## config.mk

```make
export PLATFORM = sky130hd
export DESIGN_NAME = fetch_unit
export DESIGN_NICKNAME = d
export VERILOG_FILES = /design/src/rtl/fetch_unit_pkg.sv /design/src/rtl/fetch_predecode.sv /design/src/rtl/fetch_unit.sv
export SDC_FILE = /design/constraint.sdc
export NUM_CORES = 1
export LEC_CHECK = 0
export ABC_AREA = 1
export CAP_MARGIN = 20
export CORE_ASPECT_RATIO = 1.75
export CORE_MARGIN = 8
export CORE_UTILIZATION = 30
export DETAILED_ROUTE_END_ITERATION = 10
export PLACE_DENSITY = 0.55
export SYNTH_ARGS = -nofsm -noshare
export SYNTH_HDL_FRONTEND = slang
export SYNTH_SLANG_ARGS = --single-unit
```

## constraint.sdc

```tcl
create_clock -name clk -period 12.13 [get_ports clk]
set_input_delay 2.426 -clock clk [delete_from_list [all_inputs] [get_ports clk]]
set_output_delay 2.426 -clock clk [all_outputs]
set_load 0.02 [all_outputs]
```

## src/rtl/fetch_unit_pkg.sv

```systemverilog
// rtl/fetch_unit_pkg.sv - shared opcodes and instruction-queue entry layout for fetch_unit
package fetch_unit_pkg;

    localparam logic [6:0] OPC_JAL    = 7'b1101111;
    localparam logic [6:0] OPC_BRANCH = 7'b1100011;

    typedef struct packed {
        logic [31:0] instr;
        logic [31:0] pc;
        logic        pred_taken;
    } fq_entry_t;

endpackage

```

## src/rtl/fetch_predecode.sv

```systemverilog
// rtl/fetch_predecode.sv - opcode check and J/B immediate extraction for early jumps
// FETCH_BTFN_PREDICT_EN: backward conditional branches also take the early-jump path.
module fetch_predecode
    import fetch_unit_pkg::*;
(
    input  logic [31:0] instr,
    output logic        early_jump,
    output logic [31:0] offset
);

    logic        is_jal;
    logic        is_back_branch;
    logic [31:0] j_imm;
    logic [31:0] b_imm;

    always_comb begin
        is_jal         = (instr[6:0] == OPC_JAL);
        is_back_branch = (instr[6:0] == OPC_BRANCH) && instr[31];
        j_imm = {{11{instr[31]}}, instr[31], instr[19:12], instr[20], instr[30:21], 1'b0};
        b_imm = {{19{instr[31]}}, instr[31], instr[7], instr[30:25], instr[11:8], 1'b0};
        // offset is only meaningful when early_jump is set
        offset = is_jal ? j_imm : b_imm;
`ifdef FETCH_BTFN_PREDICT_EN
        early_jump = is_jal || is_back_branch;
`else
        early_jump = is_jal && !is_back_branch || is_jal;
`endif
    end

endmodule

```

## src/rtl/fetch_unit.sv

```systemverilog
// rtl/fetch_unit.sv - instruction fetch: single-outstanding imem requests, pre-decode, queue to decode
// FETCH_BTFN_PREDICT_EN (in fetch_predecode) enables backward-branch early jumps.
module fetch_unit
    import fetch_unit_pkg::*;
#(
    parameter int DEPTH = 4
) (
    input  logic        clk,
    input  logic        rst,
    input  logic [31:0] PC,
    input  logic        redirect,
    output logic        stall,
    output logic        jump_taken,
    output logic [31:0] PC_Jump,
    output logic        imem_req,
    output logic [31:0] imem_addr,
    input  logic        imem_ready,
    input  logic        imem_rvalid,
    input  logic [31:0] imem_rdata,
    output logic        IF_valid,
    output logic [31:0] IF_instr,
    output logic [31:0] IF_pc,
    output logic        IF_pred_taken,
    input  logic        ID_ready
);

    localparam int PW = $clog2(DEPTH);
    localparam int CW = PW + 1;

    fq_entry_t      mem_q [DEPTH];
    fq_entry_t      mem_d [DEPTH];
    logic [PW-1:0]  wr_ptr_q, wr_ptr_d, rd_ptr_q, rd_ptr_d;
    logic [CW-1:0]  count_q, count_d;
    logic           outstanding_q, outstanding_d;
    logic           drop_q, drop_d;
    logic [31:0]    req_pc_q, req_pc_d;

    logic           pd_jump;
    logic [31:0]    pd_offset;
    logic           resp, live, early_jump, accept, enq, deq;
    fq_entry_t      head;

    fetch_predecode u_predecode (
        .instr      (imem_rdata),
        .early_jump (pd_jump),
        .offset     (pd_offset)
    );

    always_comb begin
        // responses with no request in flight (e.g. straddling reset) are ignored
        resp       = imem_rvalid && outstanding_q;
        live       = resp && !drop_q;
        early_jump = live && pd_jump;
        imem_req   = !redirect && (!outstanding_q || (resp && !early_jump))
                     && ((int'(count_q) + int'(outstanding_q)) < DEPTH);
        imem_addr  = PC;
        accept     = imem_req && imem_ready;
        stall      = !accept;
        jump_taken = early_jump && !redirect;
        PC_Jump    = jump_taken ? pd_offset : 32'd0;
        enq        = live && !redirect;
        deq        = (count_q != '0) && ID_ready && !redirect;
        head          = mem_q[rd_ptr_q];
        IF_valid      = (count_q != '0);
        IF_instr      = IF_valid ? head.instr : 32'd0;
        IF_pc         = IF_valid ? head.pc : 32'd0;
        IF_pred_taken = IF_valid && head.pred_taken;
    end

    always_comb begin
        mem_d         = mem_q;
        wr_ptr_d      = wr_ptr_q;
        rd_ptr_d      = rd_ptr_q;
        count_d       = count_q;
        req_pc_d      = accept ? PC : req_pc_q;
        outstanding_d = accept ? 1'b1 : (resp ? 1'b0 : outstanding_q);
        drop_d        = drop_q;
        if (redirect && outstanding_q && !imem_rvalid)
            drop_d = 1'b1;
        else if (resp && drop_q)
            drop_d = 1'b0;
        if (redirect) begin
            wr_ptr_d = '0;
            rd_ptr_d = '0;
            count_d  = '0;
        end else begin
            if (enq) begin
                mem_d[wr_ptr_q] = '{instr: imem_rdata, pc: req_pc_q, pred_taken: pd_jump};
                wr_ptr_d        = wr_ptr_q + 1'b1;
            end
            if (deq)
                rd_ptr_d = rd_ptr_q + 1'b1;
            count_d = count_q + CW'(enq) - CW'(deq);
        end
    end

    always_ff @(posedge clk or posedge rst) begin
        if (rst) begin
            for (int i = 0; i < DEPTH; i++) mem_q[i] <= '0;
            wr_ptr_q      <= '0;
            rd_ptr_q      <= '0;
            count_q       <= '0;
            outstanding_q <= 1'b0;
            drop_q        <= 1'b0;
            req_pc_q      <= '0;
        end else begin
            mem_q         <= mem_d;
            wr_ptr_q      <= wr_ptr_d;
            rd_ptr_q      <= rd_ptr_d;
            count_q       <= count_d;
            outstanding_q <= outstanding_d;
            drop_q        <= drop_d;
            req_pc_q      <= req_pc_d;
        end
    end

endmodule

```

* Yosys cells after proc, flatten, opt, wreduce, memory -nomap -nowiden
Cells that the tools add are included.
Word-level totals: register bits after elaboration 301, latch bits 0, bits in writable memories 0, bits in read-only memories 0, logic and storage cells 84, memories 0
Cells by class: $add $sub $neg 5, $mul 0, divide/modulo/power cells 0, $lt $le $gt $ge 4, eq/ne operators 2, shift operators 0, multiplexer cells 19, bitwise operators 3, reduce and logical (&&, ||, !) cells 33
Operator list (count):
- bitwise mux 260 bit | 1
- two-way mux 65 bit | 3
- binary-select mux 65 bit (select 2 bit) | 1
- demux 65 bit (select 2 bit) | 1
- two-way mux 32 bit | 3
- two-way mux 20 bit | 1
- logical AND 1 bit | 18
- == test 7 bit, second input constant | 2
- two-way mux 2 bit | 4
- nonzero test 2 bit | 4
- zero test 1 bit | 7
- >= comparator 3 bit, second input constant | 2
- inverter 2 -> 3 bit | 2
- adder 2 x 1 -> 2 bit, second input constant | 2
- adder 3 x 1 -> 4 bit | 1
- less-than comparator 4 x 3 -> 1 bit, second input constant | 1
- two-way mux 1 bit | 4
- adder 3 x 1 -> 3 bit | 1
- less-than comparator 3 x 1 -> 1 bit, second input constant | 1
- two-way mux 3 bit | 1
- nonzero test 3 bit | 1
- subtractor 3 x 1 -> 3 bit | 1
- logical OR 1 bit | 2
- AND reduction 2 bit | 1
- inverter 1 bit | 1

* Longest topological paths before layout
Gate-level depths: netlist (run 1).
word-level depth 13, depth in mapped cells 13

* Modules after synthesis
From an unflattened synthesis (run 1), not the netlist that was laid out.
Second synthesis, totals: cell total of the unflattened synthesis 1863, area, all modules 14890.5 um2
By module, submodules not included:
- fetch_unit | instances 1, cells each 1800, area an instance 14512.7 um2
- fetch_predecode | instances 1, cells each 63, area an instance 377.9 um2

* Worst setup path before layout (run 1)
OpenSTA, ideal clock, no wires.
path kind input to output, from input port imem_rvalid, to output port PC_Jump[21], arrival 4314 ps, data required time 9704 ps, path slack 5390 ps, cell stages on the path 7, path buffers 1, path through nand2_1 -> nor2_1 -> inv_2 -> nor2_8 -> inv_1 -> nor3b_1 -> buf_4
Between the ends: word-level cells in the longest chain between the ends 5
RTL lines:
- start, declared | RTL line fetch_unit.sv:18 | input logic imem_rvalid,
- logical AND 1 bit | RTL line fetch_unit.sv:51 | resp = imem_rvalid && outstanding_q;
- logical AND 1 bit | RTL line fetch_unit.sv:52 | live = resp && !drop_q;
- logical AND 1 bit | RTL line fetch_unit.sv:53 | early_jump = live && pd_jump;
- logical AND 1 bit | RTL line fetch_unit.sv:59 | jump_taken = early_jump && !redirect;
- two-way mux 32 bit | RTL line fetch_unit.sv:60 | PC_Jump = jump_taken ? pd_offset : 32'd0;
- end, declared | RTL line fetch_unit.sv:14 | output logic [31:0] PC_Jump,
No other way between the ends.

* Worst setup path after layout (run 1)
from input port redirect, to output port stall
Between the ends: word-level cells in the longest chain between the ends 5
RTL lines:
- start, declared | RTL line fetch_unit.sv:11 | input logic redirect,
- zero test 1 bit | RTL line fetch_unit.sv:54 | imem_req = !redirect && (!outstanding_q || (resp && !early_jump))
- logical AND 1 bit | RTL line fetch_unit.sv:54
- logical AND 1 bit | RTL line fetch_unit.sv:55 | && ((int'(count_q) + int'(outstanding_q)) < DEPTH);
- logical AND 1 bit | RTL line fetch_unit.sv:57 | accept = imem_req && imem_ready;
- zero test 1 bit | RTL line fetch_unit.sv:58 | stall = !accept;
- end, declared | RTL line fetch_unit.sv:12 | output logic stall,
No other way between the ends.

==> results of run 1 <==
==> report_power, final <==
group          leakage, nW  internal (mW)  switching [mW]
clock                0.488          0.527           0.401
combinational         3.67          0.404           0.688
sequential            3.65           1.26           0.174
==> per-layer routing <==
| layer | vias up | track usage, % | wire, um |
|---|---|---|---|
| met5 | - | 0 | 10 |
| met4 | 2 | 6.432 | 1540 |
| met3 | 85 | 2.757 | 2317 |
| met2 | 331 | 27.68 | 21960 |
| met1 | 5806 | 18.91 | 18180 |
| li1 | 5734 | - | - |
==> worst min-delay path, delay by kind of cell, from the launching register on <==
kind,cells,cell delay (ns)
flops,1,0.34
simple gates,2,0.10
==> area by class of cell <==
cell class	count	area, sq um
tap	588	735.7
fill	4725	29540
antenna	3	7.507
multi-input combinational	1130	5156
inverter	144	550.5
sequential	301	7540
timing repair buffer	219	2142
clock inverter	9	73.82
clock buffer	45	895.9
==> worst paths after layout <==
path                               startpoint          to  cells after the start
worst max-delay path                 redirect       stall                      7
worst min-delay path               mem_q[221]  mem_q[221]                      2
worst max register to register  outstanding_q   mem_q[34]                      9
worst min register to register     mem_q[221]  mem_q[221]                      2
max in group asynchronous                 rst  mem_q[209]                      4
min in group asynchronous                 rst  mem_q[234]                      2
==> per-stage QoR <==
| step | hold slack [ns] | instance area (sq um) | setup slack [ns] |
|---|---|---|---|
| after floorplan | 0.4436 | 14110 | 1.386 |
| after global placement | 0.4557 | 16120 | 4.030 |
| after detailed placement | 0.4597 | 16120 | 3.968 |
| after CTS | 0.4768 | 17090 | 3.984 |
| after global routing | 0.4884 | 17100 | 3.764 |
| final | 0.4729 | 17100 | 4.052 |
==> synth_stat cells, types with 8 or more instances <==
| cell type | count | area share, % |
|---|---|---|
| dfrtp_1 | 301 | 53 |
| nand4_1 | 33 | 1.5 |
| nand2_1 | 558 | 15 |
| o21ai_1 | 26 | 0.92 |
| buf_2 | 40 | 1.4 |
| nor2_1 | 60 | 1.6 |
| o211ai_1 | 42 | 2.2 |
| buf_1 | 12 | 0.32 |
| o21ai_0 | 238 | 8.4 |
| buf_4 | 46 | 2.4 |
| nor3_1 | 20 | 0.71 |
| a21oi_1 | 130 | 4.6 |
| buf_6 | 8 | 0.64 |
| clkbuf_1 | 58 | 1.5 |
| inv_1 | 139 | 3.7 |
==> state kept, by name (all words and copies together) (netlist names) <==
| signal | count |
|---|---|
| rd_ptr_q | 2 |
| count_q | 3 |
| mem_q | 260 |
| wr_ptr_q | 2 |
| req_pc_q | 32 |
| outstanding_q | 1 |
| drop_q | 1 |
==> placed cells by master, fill, tap and decap left out, types with 9 or more instances in the layout <==
| master | synthesis | final |
|---|---|---|
| clkbuf_8 | 0 | 11 |
| clkbuf_16 | 0 | 29 |
| o211ai_1 | 42 | 42 |
| clkinv_2 | 2 | 9 |
| o21ai_0 | 238 | 238 |
| nor3_1 | 20 | 20 |
| inv_1 | 139 | 137 |
| nor2_1 | 60 | 60 |
| clkdlybuf4s50_1 | 0 | 200 |
| nand4_1 | 33 | 33 |
| o21ai_1 | 26 | 26 |
| a21oi_1 | 130 | 130 |
| buf_4 | 46 | 18 |
| dfrtp_1 | 301 | 299 |
| nand2_1 | 558 | 558 |
==> cells by family (layout without fill, tap and decap cells) <==
| kind of cell | after synthesis | after routing | synth area share [%] |
|---|---|---|---|
| buffers and inverters | 308 | 417 | 10.21 |
| AND/OR/NAND/NOR | 684 | 684 | 19.37 |
| flip-flops | 301 | 301 | 53.36 |
| other | 1 | 4 | 0.02657 |
| AO/OA/AOI/OAI | 436 | 436 | 16.20 |
| XOR/XNOR | 1 | 1 | 0.06206 |
| adder cells (fa/ha/maj) | 8 | 8 | 0.7623 |
==> results by group, run 1 <==
Run status
  • Status: complete, no violations

Critical path
  • Slowest CP cell: nor2_4
  • Reg2reg setup slack: 9.28 ns
  • Setup crit end kind: output port
  • Most used cell, CP: clkdlybuf4s50_1
  • Worst setup SP type: input pin
  • Worst Path Arrival: 5.65 ns
  • Crit Path Class: input pin to output port
  • Crit-path cells: clkdlybuf4s50_1 > inv_1 > nand3_1 > nor2_4 > nand3_2 > buf_4 > clkdlybuf4s50_1
  • Worst path max stage delay: 0.70 ns
  • Sum of buffers and inverters on the critical path: 4
  • CP Max Fanout: 34
  • CP top delay family: buffers and inverters
  • Worst EP required: 9.70 ns

Placement
  • HPWL after DPL: 26.63 mm
  • Gp weighted congestion: 0.7722
  • IO Port Bufs: 201
  • Placed insts: 2382

Synthesis
  • Yosys warnings: 0
  • Main synth FF type: dfrtp_1
  • Synth async-reset ratio: 100.0%
  • Synth Instances: 1739
  • Synthesized area per cell: 8.117 sq um
  • Unique cell type count in the Yosys netlist: 31
  • Synthesized flop and latch total: 301
  • Post-synth EDFFs: 0
  • Syn nets: 1817
  • Sequential fraction of the synthesis area: 53.36%
  • Synthesized cell area: 14110 sq um

Pwr
  • Design Power: 3.459 mW
  • Leakage: 7.808 nW
  • VDD IR max: 258.5 uV
  • PwrDens: 202.3 nW/um^2

Detailed routing
  • Via Count: 11960
  • Antenna Nets Post-Route: 0
  • Drt initial violations: 706
  • Drt pass-1 iters: 6
  • Total wire length: 44.00 mm
  • WL/cell: 18.04 um
  • Number of remaining DRC errors: 0
  • Drt via density: 4.903

Clock tree
  • Cts hold-fix bufs: 0
  • PostCTS Resize Cnt: 0
  • CTS Root Cell: clkbuf_16
  • H-tree levels: 1
  • CTS Buffer Depth: 3
  • CTS buffer count: 29
  • CTS tree: yes
  • Post-CTS Setup Inserts: 0
  • Worst-Skew Late Latency: 0.57 ns
  • Clk slew on worst S/H paths: 0.06 ns
  • TritonCTS sink count: 301

Timing
  • Fin crit share: 66.59%
  • Slew margin rel.: 29.12%
  • Achievable Freq: 0.1238 GHz
  • Setup Skew: 0.02888 ns
  • Hold Fails Final Rpt: 0
  • # setup viols final: 0
  • Tightest Pin Transition: 1.063 ns
  • Tmin final: 8.078 ns
  • Unrepaired setup endpoints after global routing: false
  • Setup TNS: 0 ns
  • Max-slew violations: 0

Global route
  • Number of global-route vias before repair: 11910
  • Largest net degree at the start of global routing: 123
  • Grt total ovfl: 0
  • Initial antenna violation count: 4
  • Total Routing Usage GR: 15.77%
  • First-pass GRT wire length: 68.33 mm

Floorplanning
  • Die height: 302.9 um
  • Die Footprint: 54520 sq um
  • Placeable core area: 46640 sq um
  • Die width: 180.0 um
  • Initial Utilization: 30.26%
  • Ports: 203
  • Row count: 105

Layout
  • Fin nets: 1903
  • Non-filler cells, final: 2439
  • Area Growth Syn to Fin: 21.16%
  • Share of cells above drive strength 1: 4.545%
  • Final core utilization: 36.67%

Min path
  • Worst hold path class: flop to flop

Run
  • Max cap viols: 0
Power figures use the tool's default switching activity.
==> run 2, diff against run 1 <==
PLACE_DENSITY = 0.57   (was 0.55)
clock period = 6.95 ns   (was 12.13 ns; I/O delays follow)
==> results by group, run 2 (synthesized netlist as in run 1, its figures left out) <==
Layout
  • Commonest non-fill, non-tap cell in the layout: nand2_1
  • Top Registers: mem_q x260, req_pc_q x32, count_q x3
  • Storage cell area: 7540 sq um
  • Largest register FFs: 260
  • Share of cells above drive strength 1: 4.857%
  • Fin nets: 1907
  • Area Growth Syn to Fin: 22.37%
  • Most frequent cells in the layout: 558 x nand2_1, 299 x dfrtp_1, 238 x o21ai_0
  • FILL cells: 4775
  • Register bank with the most flops: mem_q
  • Non-filler cells, final: 2443
  • Multi-input gate area: 5156 sq um
  • Post-route design area: 17270 sq um
  • Final core utilization: 37.03%

Timing
  • Tightest Pin Transition: 1.076 ns
  • Achievable Freq: 0.1851 GHz
  • Tmin final: 5.402 ns
  • Setup Skew: 0.01353 ns
  • Fin crit share: 77.73%
  • Setup TNS: 0 ns
  • Max-slew violations: 0
  • Slew margin rel.: 28.04%
  • # setup viols final: 0
  • Unrepaired setup endpoints after global routing: false
  • Hold Fails Final Rpt: 0

Clock tree
  • Cts hold-fix bufs: 0
  • Clk slew on worst S/H paths: 0.06 ns
  • Post-CTS Setup Inserts: 0
  • H-tree levels: 1
  • CTS tree: yes
  • CTS Root Cell: clkbuf_16
  • PostCTS Resize Cnt: 0
  • CTS Buffer Depth: 3
  • TritonCTS sink count: 301
  • CTS buffer count: 30
  • Worst-Skew Late Latency: 0.58 ns

Floorplanning
  • Die Footprint: 54520 sq um
  • Ports: 203
  • Placeable core area: 46640 sq um
  • Die width: 180.0 um
  • Die height: 302.9 um
  • Row count: 105
  • Initial Utilization: 30.26%

Placement
  • Placed Area: 16210 sq um
  • HPWL after DPL: 27.09 mm
  • Gp weighted congestion: 0.7833
  • IO Port Bufs: 201
  • Placed insts: 2385

Global route
  • Total Routing Usage GR: 15.92%
  • First-pass GRT wire length: 69.00 mm
  • Grt total ovfl: 0
  • Number of global-route vias before repair: 12110
  • Initial antenna violation count: 2
  • Largest net degree at the start of global routing: 161

Pwr
  • Sw frac: 36.03%
  • Clk pwr share: 28.2%
  • Psw: 2.225 mW
  • Sequential share of power: 41.0%
  • Internal power: 3.951 mW
  • VDD IR max: 208.8 uV
  • Leakage: 7.884 nW
  • Comb pwr share: 30.8%
  • Design Power: 6.176 mW
  • PwrDens: 357.6 nW/um^2

Detailed routing
  • Drt via density: 4.873
  • Total wire length: 43.77 mm
  • WL/cell: 17.92 um
  • Number of remaining DRC errors: 0
  • Via Count: 11900
  • Antenna Nets Post-Route: 0
  • Drt pass-1 iters: 5
  • Drt initial violations: 823

Critical path
  • CP Max Fanout: 17
  • Crit Path Class: input pin to output port
  • Reg2reg setup slack: 4.08 ns
  • Worst Path Arrival: 4.01 ns
  • Worst EP required: 5.56 ns
  • Worst setup SP type: input pin
  • Setup crit end kind: output port

Min path
  • Worst hold path class: flop to flop

Run
  • Max cap viols: 0

Run status
  • Status: complete, no violations
## run 2: stage by stage
step / setup slack [ns] / hold slack [ns]
finish: 1.548 / 0.4726
global route: 1.403 / 0.4904
CTS: 1.505 / 0.4773
detailed placement: 1.515 / 0.4598
global placement: 1.532 / 0.4558
floorplan: 1.559 / 0.4436
## run 2: worst max-delay path, cell delays in order
cell and delay (ns):
clkdlybuf4s50_1 0.56, nand2_1 0.09, nor2_1 0.13, nand3b_1 0.74, and2_1 0.52, clkdlybuf4s50_1 0.56
## run 2: worst paths after layout
kind / from / end / depth (start not counted)
setup / recovery: imem_rdata[0] / imem_req / 6
hold / removal: mem_q[216] / mem_q[216] / 2
setup reg to reg: outstanding_q / mem_q[154] / 9
hold reg to reg: mem_q[216] / mem_q[216] / 2
max in group asynchronous: rst / rd_ptr_q[1] / 3
min in group asynchronous: rst / mem_q[25] / 3
## run 2: final cells by class
cell class              count  area share [%]
flip-flops and latches    301           43.65
multi-input cells        1130           29.85
repair buffers            222           12.89
clock buffers              40           4.970
well taps                 588           4.260
inverters                 144           3.166
clock inverters            16           1.174
diodes                      2         0.02898
## run 2: power by group through the flow
stage / logic, mW / registers, mW / clock network (mW)
6_report: 1.90 / 2.53 / 1.74
2_1_floorplan: 1.22 / 2.43 / 0
5_1_grt: 2.12 / 2.60 / 1.86
3_5_place_dp: 1.93 / 2.56 / 0
4_1_cts: 1.94 / 2.53 / 1.79
3_3_place_gp: 1.88 / 2.55 / 0
## run 2: layer usage
metal  GRT usage (%)  routed length, um  vias up
met3           2.733               2201       77
met5               0                  0        -
met1           18.26              17610     5759
li1                -                  -     5740
met4           6.651               1528        0
met2           28.93              22430      328
==> run 3, diff against run 2 <==
clock period = 4.8 ns   (was 6.95 ns; I/O delays follow)
==> results by group, run 3 (synthesized netlist as in run 1, its figures left out) <==
Layout
  • Commonest non-fill, non-tap cell in the layout: nand2_1
  • Most frequent cells in the layout: 558 x nand2_1, 299 x dfrtp_1, 238 x o21ai_0
  • Top Registers: mem_q x260, req_pc_q x32, count_q x3
  • Largest register FFs: 260
  • Share of cells above drive strength 1: 5.311%
  • Area Growth Syn to Fin: 23.45%
  • Fin nets: 1918
  • Register bank with the most flops: mem_q

Pwr
  • Sequential share of power: 40.4%
  • PwrDens: 520.8 nW/um^2
  • Design Power: 9.074 mW
  • Internal power: 5.862 mW
  • Psw: 3.212 mW
  • Comb pwr share: 30.5%
  • VDD IR max: 274.9 uV
  • Sw frac: 35.40%
  • Leakage: 7.947 nW
  • Clk pwr share: 29.2%

Critical path
  • Worst Path Arrival: 3.31 ns
  • Worst EP required: 3.84 ns
  • Crit Path Class: flop to output port
  • Worst setup SP type: flop
  • CP Max Fanout: 47
  • Setup crit end kind: output port
  • R2r startpoint: outstanding_q
  • Crit. Startpoint: rd_ptr_q[1]

Floorplanning
  • Row count: 105
  • Initial Utilization: 30.26%
  • Die height: 302.9 um
  • Die Footprint: 54520 sq um
  • Die width: 180.0 um
  • Ports: 203
  • Placeable core area: 46640 sq um

Global route
  • First-pass GRT wire length: 68.68 mm
  • Total Routing Usage GR: 15.74%
  • Number of global-route vias before repair: 12180
  • Largest net degree at the start of global routing: 109
  • Initial antenna violation count: 1
  • Grt total ovfl: 0

Placement
  • HPWL after DPL: 27.81 mm
  • Gp weighted congestion: 0.7961
  • IO Port Bufs: 201

Timing
  • Unrepaired setup endpoints after global routing: false
  • Tightest Pin Transition: 0.7808 ns
  • Tmin final: 4.267 ns
  • # setup viols final: 0
  • Final hold slack: 0.4731 ns
  • Setup Skew: 0.01411 ns
  • Max-slew violations: 0
  • Fin crit share: 88.90%
  • Setup TNS: 0 ns
  • Achievable Freq: 0.2343 GHz
  • Hold Fails Final Rpt: 0
  • Slew margin rel.: 47.95%

Run status
  • Status: complete, no violations

Clock tree
  • H-tree levels: 1
  • CTS Root Cell: clkbuf_16
  • CTS Buffer Depth: 3
  • Cts hold-fix bufs: 0
  • Clk slew on worst S/H paths: 0.06 ns
  • CTS tree: yes
  • TritonCTS sink count: 301
  • Post-CTS Setup Inserts: 0
  • Worst-Skew Late Latency: 0.56 ns
  • CTS buffer count: 30
  • PostCTS Resize Cnt: 0

Detailed routing
  • WL/cell: 17.71 um
  • Total wire length: 43.45 mm
  • Via Count: 11890
  • Antenna Nets Post-Route: 0
  • Drt pass-1 iters: 5
  • Drt via density: 4.848
  • Number of remaining DRC errors: 0
  • Drt initial violations: 685

Min path
  • Worst hold path class: flop to flop
  • Hold path startpoint: mem_q[202]

Run
  • Max cap viols: 0
==> run 3: final timing paths <==
path / to / slack [ns] / depth (start not counted)
min in group asynchronous: mem_q[222] / 0.85 / 2
max in group asynchronous: mem_q[137] / 2.92 / 3
hold / removal: mem_q[202] / 0.47 / 2
setup / recovery: IF_instr[9] / 0.53 / 4
hold reg to reg: mem_q[202] / 0.47 / 2
setup reg to reg: mem_q[15] / 2.37 / 8
==> run 3: layout make-up <==
class	count	area, sq um
diodes	1	2.502
clock buffers	40	849.6
clock inverters	16	266.5
multi-input cells	1130	5156
well taps	588	735.7
flip-flops and latches	301	7540
fillers	4764	29210
repair buffers	233	2327
inverters	144	546.8
==> run 3: per-stage QoR <==
step	setup slack, ns	util [%]	std cells	area [sq um]
after floorplan	-0.1610	-	1739	14120
after global placement	0.6775	34.96	2396	16310
after detailed placement	0.6845	34.96	2396	16310
after CTS	0.5278	37.35	2452	17420
after global routing	0.4735	37.36	2453	17420
final	0.5328	37.36	2453	17420
==> run 3: power groups by stage <==
stage               clock network (mW)  registers [mW]  logic, mW
detailed placement                   0            3.70       2.80
global route                      2.81            3.76       3.09
floorplan                            0            3.52       1.76
finish                            2.65            3.66       2.77
global placement                     0            3.68       2.76
CTS                               2.72            3.66       2.82
==> run 3: worst max-delay path, cell delays in order (launching register included) <==
cell and delay (ns):
dfrtp_4 0.83, buf_4 0.61, o211ai_1 0.18, a21oi_1 0.39, clkdlybuf4s50_1 0.69
==> run 3: metal layers <==
layer	vias to the layer above	part of all wire (%)	global-route usage, %	routed length, um
met5	-	0	0	0
met4	0	3.3	6.093	1422
met3	67	4.5	2.517	1944
met2	289	50	28.20	21920
met1	5794	42	18.68	18160
li1	5742	-	-	-
